### config.mk
export PLATFORM = sky130hd
export DESIGN_NAME = spi_alu_sequencer_flat
export DESIGN_NICKNAME = d
export VERILOG_FILES = /design/src/rtl/spi_alu_pkg.sv /design/src/rtl/spi_alu_sequencer_if.sv /design/src/rtl/cs_sync.sv /design/src/rtl/spi_alu_sequencer.sv /design/src/flat_wrapper.sv
export SDC_FILE = /design/constraint.sdc
export NUM_CORES = 1
export LEC_CHECK = 0
export BUFFER_PORTS_ARGS = -buffer_cell sky130_fd_sc_hd__buf_2
export CAP_MARGIN = 20
export CORE_MARGIN = 2
export CORE_UTILIZATION = 35
export CTS_CLUSTER_DIAMETER = 30
export DETAILED_ROUTE_END_ITERATION = 7
export GPL_TIMING_DRIVEN = 0
export PLACE_DENSITY = 0.51
export SETUP_SLACK_MARGIN = 0.02
export SYNTH_ARGS = -nofsm -noshare
export SYNTH_HDL_FRONTEND = slang
export SYNTH_HIERARCHICAL = 1
export SYNTH_SLANG_ARGS = --single-unit
### constraint.sdc
create_clock -name clk -period 2.3 [get_ports clk]
set_clock_uncertainty 0.1 [all_clocks]
set_input_delay 0.46 -clock clk [delete_from_list [all_inputs] [get_ports clk]]
set_output_delay 0.46 -clock clk [all_outputs]
set_load 0.01 [all_outputs]
### src/rtl/spi_alu_pkg.sv
// rtl/spi_alu_pkg.sv - shared types, constants and response packing for the SPI/ALU sequencer
package spi_alu_pkg;

    typedef enum logic [2:0] {
        ST_IDLE,
        ST_GET_CMD,
        ST_GET_OPS,
        ST_EXEC,
        ST_RESP,
        ST_WAIT_CS
    } state_t;

    typedef enum logic [1:0] {
        OP_ADD = 2'd0,
        OP_SUB = 2'd1,
        OP_AND = 2'd2,
        OP_OR  = 2'd3
    } alu_op_t;

    localparam logic [7:0] ERR_BYTE = 8'hEE;

    localparam int RESP_N_BIT   = 7;
    localparam int RESP_Z_BIT   = 6;
    localparam int RESP_C_BIT   = 5;
    localparam int RESP_V_BIT   = 4;
    localparam int RESP_RES_LSB = 0;

    // Response byte as seen by the master: flags in the high nibble, result in the low nibble.
    function automatic logic [7:0] pack_resp(input logic n, input logic z, input logic c,
                                             input logic v, input logic [3:0] res);
        logic [7:0] b;
        b = '0;
        b[RESP_N_BIT] = n;
        b[RESP_Z_BIT] = z;
        b[RESP_C_BIT] = c;
        b[RESP_V_BIT] = v;
        b[RESP_RES_LSB +: 4] = res;
        return b;
    endfunction

endpackage

### src/rtl/spi_alu_sequencer_if.sv
// rtl/spi_alu_sequencer_if.sv - byte receiver, ALU and MISO-loader signals of the sequencer
interface spi_alu_sequencer_if #(
    parameter int DATA_W = 4,
    parameter int OP_W   = 2
);
    logic              cs_n;
    logic              rx_valid;
    logic [7:0]        rx_data;
    logic [DATA_W-1:0] alu_a;
    logic [DATA_W-1:0] alu_b;
    logic [OP_W-1:0]   alu_op;
    logic [DATA_W-1:0] alu_result;
    logic              alu_n;
    logic              alu_z;
    logic              alu_c;
    logic              alu_v;
    logic              tx_load;
    logic [7:0]        tx_data;
    logic              slave_ready;
    logic              busy;
    logic              err;

    modport slave (
        input  cs_n, rx_valid, rx_data, alu_result, alu_n, alu_z, alu_c, alu_v,
        output alu_a, alu_b, alu_op, tx_load, tx_data, slave_ready, busy, err
    );

    modport master (
        output cs_n, rx_valid, rx_data, alu_result, alu_n, alu_z, alu_c, alu_v,
        input  alu_a, alu_b, alu_op, tx_load, tx_data, slave_ready, busy, err
    );
endinterface

### src/rtl/cs_sync.sv
// rtl/cs_sync.sv - two-flop chip-select synchronizer with rise/fall pulses
module cs_sync (
    input  logic clk,
    input  logic rst,
    input  logic cs_n_raw,
    output logic cs_rise,
    output logic cs_fall
);
    logic s1, s2, s3;

    // Resync the raw chip select and keep one extra stage for edge detection; idle is deasserted.
    always_ff @(posedge clk or posedge rst) begin
        if (rst) begin
            s1 <= 1'b1;
            s2 <= 1'b1;
            s3 <= 1'b1;
        end else begin
            s1 <= cs_n_raw;
            s2 <= s1;
            s3 <= s2;
        end
    end

    assign cs_rise = s2 & ~s3;
    assign cs_fall = ~s2 & s3;
endmodule

### src/rtl/spi_alu_sequencer.sv
// rtl/spi_alu_sequencer.sv - SPI frame to ALU transaction controller; option macro CMD_PARITY_EN
module spi_alu_sequencer
    import spi_alu_pkg::*;
#(
    parameter int DATA_W      = 4,
    parameter int OP_W        = 2,
    parameter int ALU_LAT     = 0,
    parameter int TIMEOUT_CYC = 65535
) (
    input logic               clk,
    input logic               rst,
    spi_alu_sequencer_if.slave bus
);
    localparam int TO_W  = $clog2(TIMEOUT_CYC + 1);
    localparam int LAT_W = (ALU_LAT > 0) ? $clog2(ALU_LAT + 1) : 1;

    state_t            state, state_d;
    logic              cs_rise, cs_fall;
    logic [OP_W-1:0]   op_q;
    logic [DATA_W-1:0] a_q, b_q;
    logic [OP_W-1:0]   alu_op_q;
    logic [7:0]        tx_q;
    logic [TO_W-1:0]   to_cnt;
    logic [LAT_W-1:0]  lat_cnt;
    logic              timeout, exec_done, parity_bad;

    cs_sync u_cs_sync (
        .clk     (clk),
        .rst     (rst),
        .cs_n_raw(bus.cs_n),
        .cs_rise (cs_rise),
        .cs_fall (cs_fall)
    );

`ifdef CMD_PARITY_EN
    // Command byte is valid only with odd parity across all eight bits.
    assign parity_bad = ~(^bus.rx_data);
`else
    assign parity_bad = 1'b0;
`endif

    // Timeout fires in the TIMEOUT_CYC-th cycle spent waiting for the operand byte.
    assign timeout   = (to_cnt >= TO_W'(TIMEOUT_CYC - 1));
    assign exec_done = (lat_cnt >= LAT_W'(ALU_LAT));

    // State register.
    always_ff @(posedge clk or posedge rst) begin
        if (rst) state <= ST_IDLE;
        else     state <= state_d;
    end

    // Next-state: a cs deassertion aborts any frame, and wins over a coincident byte.
    always_comb begin
        state_d = state;
        case (state)
            ST_IDLE:    if (cs_fall) state_d = ST_GET_CMD;
            ST_GET_CMD: begin
                if (cs_rise)           state_d = ST_IDLE;
                else if (bus.rx_valid) state_d = parity_bad ? ST_RESP : ST_GET_OPS;
            end
            ST_GET_OPS: begin
                if (cs_rise)           state_d = ST_IDLE;
                else if (bus.rx_valid) state_d = ST_EXEC;
                else if (timeout)      state_d = ST_WAIT_CS;
            end
            ST_EXEC: begin
                if (cs_rise)        state_d = ST_IDLE;
                else if (exec_done) state_d = ST_RESP;
            end
            ST_RESP:    state_d = cs_rise ? ST_IDLE : ST_WAIT_CS;
            ST_WAIT_CS: if (cs_rise) state_d = ST_IDLE;
            default:    state_d = ST_IDLE;
        endcase
    end

    // Outputs: handshake flags decoded from state, error/load pulses qualified by abort.
    always_comb begin
        bus.busy        = (state != ST_IDLE);
        bus.slave_ready = (state == ST_WAIT_CS);
        bus.tx_load     = 1'b0;
        bus.err         = 1'b0;
        case (state)
            ST_GET_CMD: bus.err = bus.rx_valid & ~cs_rise & parity_bad;
            ST_GET_OPS: bus.err = cs_rise | (~bus.rx_valid & timeout);
            ST_EXEC:    bus.err = cs_rise;
            ST_RESP: begin
                bus.err     = cs_rise;
                bus.tx_load = ~cs_rise;
            end
            default: ;
        endcase
    end

    // Datapath: latch opcode, drive ALU operands, capture the response, run the cycle counters.
    always_ff @(posedge clk or posedge rst) begin
        if (rst) begin
            op_q     <= '0;
            a_q      <= '0;
            b_q      <= '0;
            alu_op_q <= '0;
            tx_q     <= '0;
            to_cnt   <= '0;
            lat_cnt  <= '0;
        end else begin
            if (state == ST_GET_CMD && bus.rx_valid && !cs_rise) begin
                op_q <= bus.rx_data[OP_W-1:0];
                if (parity_bad) tx_q <= ERR_BYTE;
            end
            if (state == ST_GET_OPS && state_d == ST_EXEC) begin
                a_q      <= bus.rx_data[7:4];
                b_q      <= bus.rx_data[3:0];
                alu_op_q <= op_q;
            end
            if (state == ST_EXEC && state_d == ST_RESP)
                tx_q <= pack_resp(bus.alu_n, bus.alu_z, bus.alu_c, bus.alu_v, bus.alu_result);
            // Held at zero outside GET_OPS, so each entry starts a fresh count.
            if (state != ST_GET_OPS)                  to_cnt <= '0;
            else if (to_cnt != TO_W'(TIMEOUT_CYC))    to_cnt <= to_cnt + 1'b1;
            if (state != ST_EXEC)                     lat_cnt <= '0;
            else if (!exec_done)                      lat_cnt <= lat_cnt + 1'b1;
        end
    end

    assign bus.alu_a   = a_q;
    assign bus.alu_b   = b_q;
    assign bus.alu_op  = alu_op_q;
    assign bus.tx_data = tx_q;
endmodule
### src/flat_wrapper.sv
// flat-port wrapper written by rule: the top's interface ports become plain ports
module spi_alu_sequencer_flat import spi_alu_pkg::*;
#(
    parameter int DATA_W      = 4,
    parameter int OP_W        = 2,
    parameter int ALU_LAT     = 0,
    parameter int TIMEOUT_CYC = 65535
)
  (clk, rst, bus_cs_n, bus_rx_valid, bus_rx_data, bus_alu_result, bus_alu_n, bus_alu_z, bus_alu_c, bus_alu_v, bus_alu_a, bus_alu_b, bus_alu_op, bus_tx_load, bus_tx_data, bus_slave_ready, bus_busy, bus_err);
  spi_alu_sequencer_if #(.DATA_W(DATA_W), .OP_W(OP_W)) bus_i ();
  input logic clk;
  input logic rst;
  input wire logic [$bits(bus_i.cs_n)-1:0] bus_cs_n;
  input wire logic [$bits(bus_i.rx_valid)-1:0] bus_rx_valid;
  input wire logic [$bits(bus_i.rx_data)-1:0] bus_rx_data;
  input wire logic [$bits(bus_i.alu_result)-1:0] bus_alu_result;
  input wire logic [$bits(bus_i.alu_n)-1:0] bus_alu_n;
  input wire logic [$bits(bus_i.alu_z)-1:0] bus_alu_z;
  input wire logic [$bits(bus_i.alu_c)-1:0] bus_alu_c;
  input wire logic [$bits(bus_i.alu_v)-1:0] bus_alu_v;
  output wire logic [$bits(bus_i.alu_a)-1:0] bus_alu_a;
  output wire logic [$bits(bus_i.alu_b)-1:0] bus_alu_b;
  output wire logic [$bits(bus_i.alu_op)-1:0] bus_alu_op;
  output wire logic [$bits(bus_i.tx_load)-1:0] bus_tx_load;
  output wire logic [$bits(bus_i.tx_data)-1:0] bus_tx_data;
  output wire logic [$bits(bus_i.slave_ready)-1:0] bus_slave_ready;
  output wire logic [$bits(bus_i.busy)-1:0] bus_busy;
  output wire logic [$bits(bus_i.err)-1:0] bus_err;
  assign bus_i.cs_n = bus_cs_n;
  assign bus_i.rx_valid = bus_rx_valid;
  assign bus_i.rx_data = bus_rx_data;
  assign bus_i.alu_result = bus_alu_result;
  assign bus_i.alu_n = bus_alu_n;
  assign bus_i.alu_z = bus_alu_z;
  assign bus_i.alu_c = bus_alu_c;
  assign bus_i.alu_v = bus_alu_v;
  assign bus_alu_a = bus_i.alu_a;
  assign bus_alu_b = bus_i.alu_b;
  assign bus_alu_op = bus_i.alu_op;
  assign bus_tx_load = bus_i.tx_load;
  assign bus_tx_data = bus_i.tx_data;
  assign bus_slave_ready = bus_i.slave_ready;
  assign bus_busy = bus_i.busy;
  assign bus_err = bus_i.err;
  spi_alu_sequencer #(.DATA_W(DATA_W), .OP_W(OP_W), .ALU_LAT(ALU_LAT), .TIMEOUT_CYC(TIMEOUT_CYC)) u_core (.clk(clk), .rst(rst), .bus(bus_i));
endmodule
==> impl_metrics.tcl, run 1 <==
set metrics [dict create \
    crit_family "simple AND/OR/NAND/NOR gates" \
    die_area_mm2 0.00626 \
    place.gp.congestion 0.766 \
    cp_slowest_cell "dfrtp_2" \
    synth_ff_type "dfrtp_1" \
    overflow 0 \
    core_area_mm2 0.00547 \
    dpl.hpwl_um 2890 \
    required_ps 1740 \
    start_util_pct 36.1 \
    drc 0 \
    antenna_found_initial 0 \
    yosysWarnings 6 \
    synth_area_leader_cell "dfrtp_1" \
    syn-num-nets 200 \
    max_freq_mhz 453 \
    ys_types 42 \
    dp_cells 291 \
    path_buf_inv 1 \
    final_cell_area_mm2 0.00255 \
    rsz0062_at_grt "true" \
    path_class "reg2out" \
    reg2reg_from "u_core/to_cnt[1]" \
    worst_skew_pair.late_latency_ps 300 \
    io_pins 42 \
    regArea_mm2 0.00106 \
    first_iter_violations 71 \
    wl_um 4370 \
    cp_cell_sequence "nand4_4 -> nor3_4 -> o2111ai_4 -> o31ai_2 -> buf_2" \
    grt_max_degree 40 \
    p_leak_nw 1.19 \
    layout-drive-gt1-share_pct 45.6 \
    cts_tree "yes" \
    status "complete, no violations" \
    startpoint "u_core/to_cnt[9]" \
    critical_path.max_fanout 4 \
    synthMostInstantiatedCell "dfrtp_1" \
    end_kind "output pin" \
    max_slew_margin_pct 42.1 \
    holdCritPathClass "in2async" \
    slew_violations 0 \
    netlist_instances 178 \
    vias 1575 \
    grt_pass1_wl_um 7360 \
    arrival_ps 1650 \
    cp-start-kind "register" \
    n_antenna_cell 0 \
    final_core_util_pct 46.7 \
    wl_per_cell_um 14.1 \
    nFillCells 533 \
    met1_usage_pct 19.4 \
    maxCapViolCount 0 \
    finalSetupViolCount 0 \
    die_y_um 79.1 \
    ff2ff_setup_slack_ps 310 \
    numCtsBuffers 5 \
    synth_top_family_by_area "simple AND/OR/NAND/NOR gates" \
    synth_top_cell_area_share_pct 49.4 \
    clk_pin_slew_worst_paths_ps 90 \
    io_buffers 41 \
    postSynthAreaPerCell_um2 11.1 \
    synthTopCellsByArea "dfrtp_1 (49%), mux2_2 (11%), dfstp_2 (4.0%), nor2_1 (2.9%), a21oi_1 (2.3%)" \
    grtUsageMet3_pct 4.09 \
    hold_buffers 0 \
    muxShareOfSynthArea_pct 11.9 \
    synth_edf_count 0 \
    htree_levels 2 \
    dpl_cell_area_mm2 0.00227 \
    ff2ff_path_depth 6 \
    min_period_over_period_pct 96.0 \
    postSynth.asyncResetShare_pct 100 \
    multi_input_area_um2 932 \
    synth-adder-area-share_pct 1.27 \
    clock_path_buffers 2 \
    use_met2_pct 24.5 \
    clock_sinks 42 \
    grt_most_used_layer "met2" \
    period_needed_ps 2210 \
    grt_usage_pct 15.0 \
    critPathMaxStageDelay_ps 400 \
    post_drt_via_cell_ratio 5.10 \
    finalHoldViolCount 0 \
    ys_seq_area_share_pct 53.4 \
    rr_endpoint "u_core/to_cnt[1]" \
    synth-compound-area-share_pct 12.3 \
    path_depth 5 \
    synth-simple-area-share_pct 18.3 \
    clockRootBuffer "clkbuf_8" \
    peakVddDrop_mv 0.480 \
    yosys_register_bits 42 \
    syn_to_final_growth_pct 29.4 \
    finalNetCount 258 \
    ant_nets 0 \
    syn_area_mm2 0.00197 \
    drtPass1Iterations 4 \
    fp.dieW_um 79.1 \
    holdWs_ps 119 \
    rows 27 \
    synth-xor-area-share_pct 0.444 \
    grt_pass1_vias 1540 \
    fin_cells 309 \
    synth_common_cells "dfrtp_1 (39), mux2_2 (20), nor2_1 (15), nand2_1 (11), a21oi_1 (9)" \
    power_density_mw_per_mm2 967 \
    crit_path_end "bus_err" \
    power_w 0.00247 \
    tightest_slew_ps 867 \
]
registers in the layout (all words and copies together), names as in the netlist:
register             cells
u_core/bus.alu_a         4
u_core/bus.alu_b         4
u_core/bus.alu_op        2
u_core/bus.tx_data       8
u_core/op_q              2
u_core/state             3
u_core/to_cnt           16
u_core/u_cs_sync/s1      1
u_core/u_cs_sync/s2      1
u_core/u_cs_sync/s3      1
per-layer routing:
layer  wire length [um]  share of wire, %  vias up
li1                   -                 -      774
met1               2050                47      774
met2               2130                49       25
met3                162               3.7        2
met4                 25              0.57        0
met5                  0                 0        -
kinds of logic (layout without fill, tap and decap cells):
logic type | after synthesis | after routing
adder cells (fa/ha/maj) | 2 | 2
AO/OA/AOI/OAI | 36 | 36
AND/OR/NAND/NOR | 64 | 64
buffers and inverters | 12 | 71
XOR/XNOR | 1 | 1
multiplexers | 21 | 21
flip-flops | 42 | 42
report_power, final:
group	switching, W	total (W)	internal, W
sequential	0.000129	0.00107	0.000943
clock	0.000264	0.000699	0.000435
combinational	0.000350	0.000700	0.000350
metrics by stage:
step | worst slack (ps) | setup TNS [ps]
floorplan | 385 | 0
global placement | 50.9 | 0
detailed placement | 29.2 | 0
CTS | 23.0 | 0
global route | -4.72 | -4.72
finish | 90.9 | 0
worst min path at each step:
stage,slack (ps),start,endpoint,cells after the start
final,120,rst,u_core/u_cs_sync/s1,2
after global routing,130,rst,u_core/u_cs_sync/s1,2
after CTS,110,rst,u_core/u_cs_sync/s1,2
after detailed placement,250,u_core/u_cs_sync/s1,u_core/u_cs_sync/s2,0
after global placement,250,u_core/u_cs_sync/s1,u_core/u_cs_sync/s2,0
after floorplan,250,u_core/u_cs_sync/s1,u_core/u_cs_sync/s2,0
final cells by class:
type                            count  area share (%)
Buffer                              4           0.735
Clock buffer                        5            2.69
Clock inverter                      3            2.69
Inverter                            7            1.03
Multi-Input combinational cell    124            36.5
Sequential cell                    42            41.6
Tap cell                           72            3.53
Timing Repair Buffer               52            11.3
cells in the final DEF, fill, tap and decap left out, types with 3 or more instances in the layout:
cell,n
mux2_2,20
nor2_1,15
nand2_1,10
dfstp_2,3
inv_1,6
buf_4,11
a21oi_1,9
nor2b_1,3
clkbuf_8,5
nand3_1,6
or4_1,4
dfrtp_2,6
or3_1,5
o211ai_1,3
nor3_1,3
a31oi_1,3
o21ai_0,6
buf_2,43
dfrtp_1,33
timing repair:
item	in CTS	in global routing
pin swaps	4	2
resized for setup	13	5
setup endpoints to repair	1	3
hold endpoints to repair	0	0
buffers inserted	10	1
cloned	0	0
No activity file was read; power rests on OpenSTA's default activity.
==> run 2: changes to the inputs <==
ABC_AREA = 1   (was not set)
CELL_PAD_IN_SITES_DETAIL_PLACEMENT = 0   (was not set)
CELL_PAD_IN_SITES_GLOBAL_PLACEMENT = 1   (was not set)
PLACE_DENSITY = 0.66   (was 0.51)
==> run 2 against run 1 <==
Worst hold slack worse by 17 ps. Largest power group unchanged. Cell count up 14%. Sequential share of layout area is 1.4 points higher. Largest cell class unchanged. Highest routed layer unchanged. Core utilization down 2.1 points. Power fell by 6.3%. Wire length is 3.0% lower. Clock-buffer cell count unchanged. Die area rose by 1.5%.
==> impl_metrics.tcl, run 2 <==
set metrics [dict create \
    synth_top_cell_area_share_pct 48.7 \
    yosys_register_bits 42 \
    internal-power_w 0.00150 \
    io_pins 42 \
    largest_reg_flops 16 \
    syn-num-nets 248 \
    period_needed_ps 2150 \
    grt_max_degree 40 \
    ant_nets 0 \
    grt_pass1_wl_um 7250 \
    status "complete, no violations" \
    arrival_ps 1590 \
    cp-start-kind "register" \
    max_freq_mhz 464 \
    synthTopCellsByArea "dfrtp_1 (49%), nand2_1 (8.4%), nand3_1 (6.0%), mux2_2 (5.6%), nor2_1 (5.2%)" \
    antenna_found_initial 0 \
    finalHoldViolCount 0 \
    tightest_slew_ps 822 \
    clock_path_buffers 2 \
    cts_tree "yes" \
    final_common_cell "nand2_1" \
    first_iter_violations 67 \
    postSynthAreaPerCell_um2 8.87 \
    place.gp.congestion 0.773 \
    holdCritPathClass "in2async" \
    swShare_pct 35.3 \
    synth_area_leader_cell "dfrtp_1" \
    overflow 0 \
    clockRootBuffer "clkbuf_8" \
    wl_per_cell_um 12.1 \
    dpl_cell_area_mm2 0.00230 \
    die_y_um 79.7 \
    max_slew_margin_pct 45.1 \
    final_cell_area_mm2 0.00246 \
    crit_top_cell "nor2_1" \
    crit_family "simple AND/OR/NAND/NOR gates" \
    required_ps 1740 \
    wl_um 4240 \
    clock_sinks 42 \
    core_area_mm2 0.00551 \
    ys_seq_area_share_pct 52.6 \
    finalSetupViolCount 0 \
    grt_usage_pct 14.9 \
    grt_pass1_vias 1576 \
    clk_pin_slew_worst_paths_ps 90 \
    ys_types 24 \
    maxCapViolCount 0 \
    worst_skew_pair.late_latency_ps 300 \
    critical_path.max_fanout 3 \
    syn_to_final_growth_pct 22.5 \
    holdWs_ps 102 \
    path_buf_inv 2 \
    netlist_instances 226 \
    rsz0062_at_grt "true" \
    yosysWarnings 6 \
    drc 0 \
    synth_ff_type "dfrtp_1" \
    htree_levels 2 \
    synth_edf_count 0 \
    drtPass1Iterations 4 \
    top_register "u_core/to_cnt" \
    slew_violations 0 \
    syn_area_mm2 0.00201 \
    final_cell_mix "nand2_1 (43), buf_2 (42), dfrtp_1 (39), nor2_1 (26), nand3_1 (24)" \
    min_period_over_period_pct 93.7 \
    comb_power_share_pct 33.2 \
    postSynth.asyncResetShare_pct 100 \
    cp_cell_sequence "inv_2 -> ha_1 -> nor2_1 -> nor2_1 -> nand2_1 -> nor2_4 -> nand3_1 -> a22oi_2 -> buf_2" \
    synthMostInstantiatedCell "nand2_1" \
    p_switching_w 0.000817 \
    end_kind "output pin" \
    peakVddDrop_mv 0.477 \
    hold_buffers 0 \
    critPathMaxStageDelay_ps 390 \
    start_util_pct 36.4 \
    power_w 0.00232 \
    p_leak_nw 1.20 \
    vias 1632 \
    rows 27 \
    numCtsBuffers 5 \
    power_density_mw_per_mm2 943 \
    fp.dieW_um 79.7 \
    layout-drive-gt1-share_pct 31.2 \
    synth_common_cells "nand2_1 (45), dfrtp_1 (39), nor2_1 (28), inv_1 (24), nand3_1 (24)" \
    p_clk_share_pct 22.0 \
    io_buffers 41 \
    pwr-share-seq_pct 44.8 \
    path_class "reg2out" \
    cp_slowest_cell "dfrtp_1" \
    finalNetCount 300 \
    post_drt_via_cell_ratio 4.65 \
    dpl.hpwl_um 3090 \
    die_area_mm2 0.00635 \
    n_antenna_cell 0 \
]
[run 2: cell types whose count changed after synthesis, moves of 4 or more]
| cell | delta |
|---|---|
| o21ai_0 | +5 |
| nand3_1 | +18 |
| or3_1 | -5 |
| nand2_2 | +4 |
| or4_1 | -4 |
| nor2_1 | +13 |
| nand2_1 | +34 |
| inv_1 | +17 |
| mux2_2 | -10 |
[run 2: cell families (layout without fill, tap and decap cells)]
group                      Yosys count  in the layout  share of synthesized area, %
muxes                               10             10                          5.61
buffers and inverters               28             81                          6.05
adders and majority gates            2              2                          1.25
and+or+nand+nor                    117            117                          26.5
AOI/OAI and AO/OA                   25             25                          7.11
xor gates and xnor gates             2              2                         0.874
DFF                                 42             42                          52.6
[run 2: power groups by stage]
| stage | registers [W] | logic [W] | clock network, W |
|---|---|---|---|
| floorplan | 0.00112 | 0.000406 | 0 |
| CTS | 0.00104 | 0.000761 | 0.000532 |
| finish | 0.00104 | 0.000769 | 0.000509 |
| global placement | 0.00105 | 0.000756 | 0 |
| detailed placement | 0.00105 | 0.000760 | 0 |
| global route | 0.00106 | 0.000864 | 0.000565 |
[run 2: path summary, 6_finish.rpt]
check / startpoint / endpoint / slack, ps / cells past startpoint
worst max-delay path: u_core/to_cnt[0] / bus_err / 150 / 9
min in group clk: bus_cs_n / u_core/u_cs_sync/s1 / 140 / 1
worst min-delay path: rst / u_core/u_cs_sync/s2 / 100 / 2
max in group asynchronous: rst / u_core/bus.alu_a[3] / 1360 / 2
worst max register to register: u_core/to_cnt[1] / u_core/bus.alu_b[0] / 410 / 12
worst min register to register: u_core/u_cs_sync/s1 / u_core/u_cs_sync/s2 / 260 / 0
[run 2: layout make-up]
type / instances / area, um2
clock buffer: 5 / 68.8
tap: 72 / 90.1
timing repair buffer: 45 / 235
multi-input combinational: 156 / 860
fill: 585 / 3050
inverter: 24 / 90.1
sequential: 42 / 1050
buffer: 4 / 31.3
clock inverter: 3 / 26.3
[run 2: repair_timing]
action,in CTS,in global routing
endpoints found under the setup margin,1,1
cloned,0,0
setup buffers,0,4
pin swaps,0,2
resized for setup,1,8
[run 2: stage by stage]
stage               util (%)  setup slack [ps]  TNS, ps  cells
floorplan                  -               556        0    226
global placement        41.8               191        0    339
detailed placement      41.8               355        0    339
CTS                     43.6              26.7        0    347
global route            44.6             -1.84    -1.84    351
finish                  44.6               146        0    351
[run 2: routing by layer]
| layer | global-route usage (%) | wire (um) | up-vias |
|---|---|---|---|
| met5 | 0 | 0 | - |
| met4 | 3.62 | 38 | 0 |
| met3 | 4.75 | 184 | 6 |
| met2 | 22.5 | 1950 | 25 |
| met1 | 20.8 | 2060 | 753 |
| li1 | - | - | 848 |
==> run 3: changes to the inputs <==
ABC_AREA = 0   (was 1)
PLACE_DENSITY = 0.64   (was 0.66)
==> run 3 against run 2 <==
Wire length up 3.6%. Global-route usage grew 0.64 points. Core utilization is 1.5 points higher. Largest power group unchanged. Sequential power about the same. Maximum frequency fell by 2.6%. Via count decreased by 2.1%.
==> impl_metrics.tcl, run 3 (synthesis gave the netlist of run 1 again) <==
set metrics [dict create \
    comb_power_share_pct 30.3 \
    clock_path_buffers 2 \
    max_freq_mhz 452 \
    status "complete, no violations" \
    clock_sinks 42 \
    p_leak_nw 1.17 \
    cp-start-kind "register" \
    top_register "u_core/to_cnt" \
    clockRootBuffer "clkbuf_8" \
    final_core_util_pct 46.1 \
    vias 1597 \
    end_kind "output pin" \
    drc 0 \
    syn_to_final_growth_pct 27.8 \
    pwr-share-seq_pct 44.9 \
    max_slew_margin_pct 39.8 \
    swShare_pct 31.3 \
    ff2ff_setup_slack_ps 300 \
    start_util_pct 36.1 \
    rsz0062_at_grt "true" \
    dpl.hpwl_um 2940 \
    clk_pin_slew_worst_paths_ps 80 \
    slew_violations 0 \
    power_density_mw_per_mm2 934 \
    wl_um 4390 \
    maxCapViolCount 0 \
    worst_skew_pair.late_latency_ps 290 \
    n_antenna_cell 0 \
    die_y_um 79.1 \
    p_clk_share_pct 24.8 \
    internal-power_w 0.00162 \
    post_drt_via_cell_ratio 5.17 \
    fp.dieW_um 79.1 \
    tns_ps 0 \
    grt_max_degree 40 \
    path_class "reg2out" \
    final_cell_mix "buf_2 (43), dfrtp_1 (34), mux2_2 (20), nor2_1 (15)" \
    first_iter_violations 65 \
    layout-drive-gt1-share_pct 44.3 \
    final_common_cell "buf_2" \
    holdCritPathClass "in2async" \
    core_area_mm2 0.00547 \
    rows 27 \
    numCtsBuffers 5 \
    ff2ff_path_depth 6 \
    p_switching_w 0.000738 \
    io_pins 42 \
    cts_tree "yes" \
    finalSetupViolCount 0 \
    reg2reg_from "u_core/to_cnt[1]" \
    ant_nets 0 \
    rr_endpoint "u_core/to_cnt[1]" \
    htree_levels 2 \
    min_period_over_period_pct 96.2 \
    drtPass1Iterations 4 \
    grt_usage_pct 15.5 \
    io_buffers 41 \
    finalHoldViolCount 0 \
    finalNetCount 258 \
    holdWs_ps 119 \
    tightest_slew_ps 902 \
    hold_buffers 0 \
    largest_reg_flops 16 \
    period_needed_ps 2210 \
    overflow 0 \
    required_ps 1740 \
    grt_pass1_vias 1575 \
    critical_path.max_fanout 4 \
    place.gp.congestion 0.694 \
    grt_pass1_wl_um 7610 \
    arrival_ps 1650 \
    wl_per_cell_um 14.2 \
    die_area_mm2 0.00626 \
    antenna_found_initial 0 \
    peakVddDrop_mv 0.454 \
]
[run 3: cell types whose count changed in the layout (fill, tap and decap cells not counted), moves of 5 or more]
cell	change
dfrtp_2	+5
inv_1	-16
nand2_1	-33
o21ai_0	-5
mux2_2	+10
dfrtp_1	-5
or3_1	+5
nand3_1	-18
nand2_2	-5
nor2_1	-11
nor2_4	-6
[run 3: power groups by stage]
stage                     clock network (W)  logic (W)  registers (W)
after global placement                    0   0.000712        0.00107
after global routing               0.000651   0.000790        0.00109
after CTS                          0.000608   0.000723        0.00106
after detailed placement                  0   0.000718        0.00107
final                              0.000586   0.000714        0.00106
after floorplan                           0   0.000373        0.00114
[run 3: routing by layer]
layer | track usage (%) | wire (um) | vias to the layer above
met4 | 4.66 | 25 | 0
met3 | 4.20 | 239 | 2
li1 | - | - | 773
met5 | 0 | 0 | -
met1 | 20.5 | 2070 | 780
met2 | 25.0 | 2060 | 42
[run 3: through the flow]
step | setup WS [ps] | instances | total power [W] | cell area (um2)
after floorplan | 385 | 178 | 0.00151 | 1970
after global placement | 15.4 | 291 | 0.00178 | 2270
after detailed placement | -13.1 | 291 | 0.00179 | 2270
after CTS | 25.3 | 307 | 0.00239 | 2500
after global routing | -0.102 | 309 | 0.00253 | 2520
final | 87.6 | 309 | 0.00236 | 2520
[run 3: cell type report]
class	count	area (um2)
inverter	7	26.3
sequential	42	1060
clock inverter	2	37.5
clock buffer	6	72.6
timing repair buffer	51	280
buffer	5	22.5
tap	72	90.1
fill	555	2950
multi-input combinational	124	932
[run 3: worst max-delay path by stage]
stage | cells past startpoint | startpoint | endpoint
floorplan | 4 | u_core/to_cnt[9] | bus_err
global placement | 5 | u_core/to_cnt[3] | bus_err
detailed placement | 5 | u_core/to_cnt[3] | bus_err
CTS | 5 | u_core/to_cnt[4] | bus_err
global route | 5 | u_core/to_cnt[10] | bus_err
finish | 5 | u_core/to_cnt[11] | bus_err
[run 3: timing repair]
item | in CTS | in global routing
endpoints found under the setup margin | 1 | 2
pin swaps | 3 | 4
setup buffers | 8 | 2
resized for setup | 13 | 4
[run 3: worst max-delay path, cell delays in order (launching register included)]
cell and delay (ps):
dfrtp_1 390, nand4_4 140, nor3_4 250, o2111ai_4 200, o31ai_2 210, buf_2 160
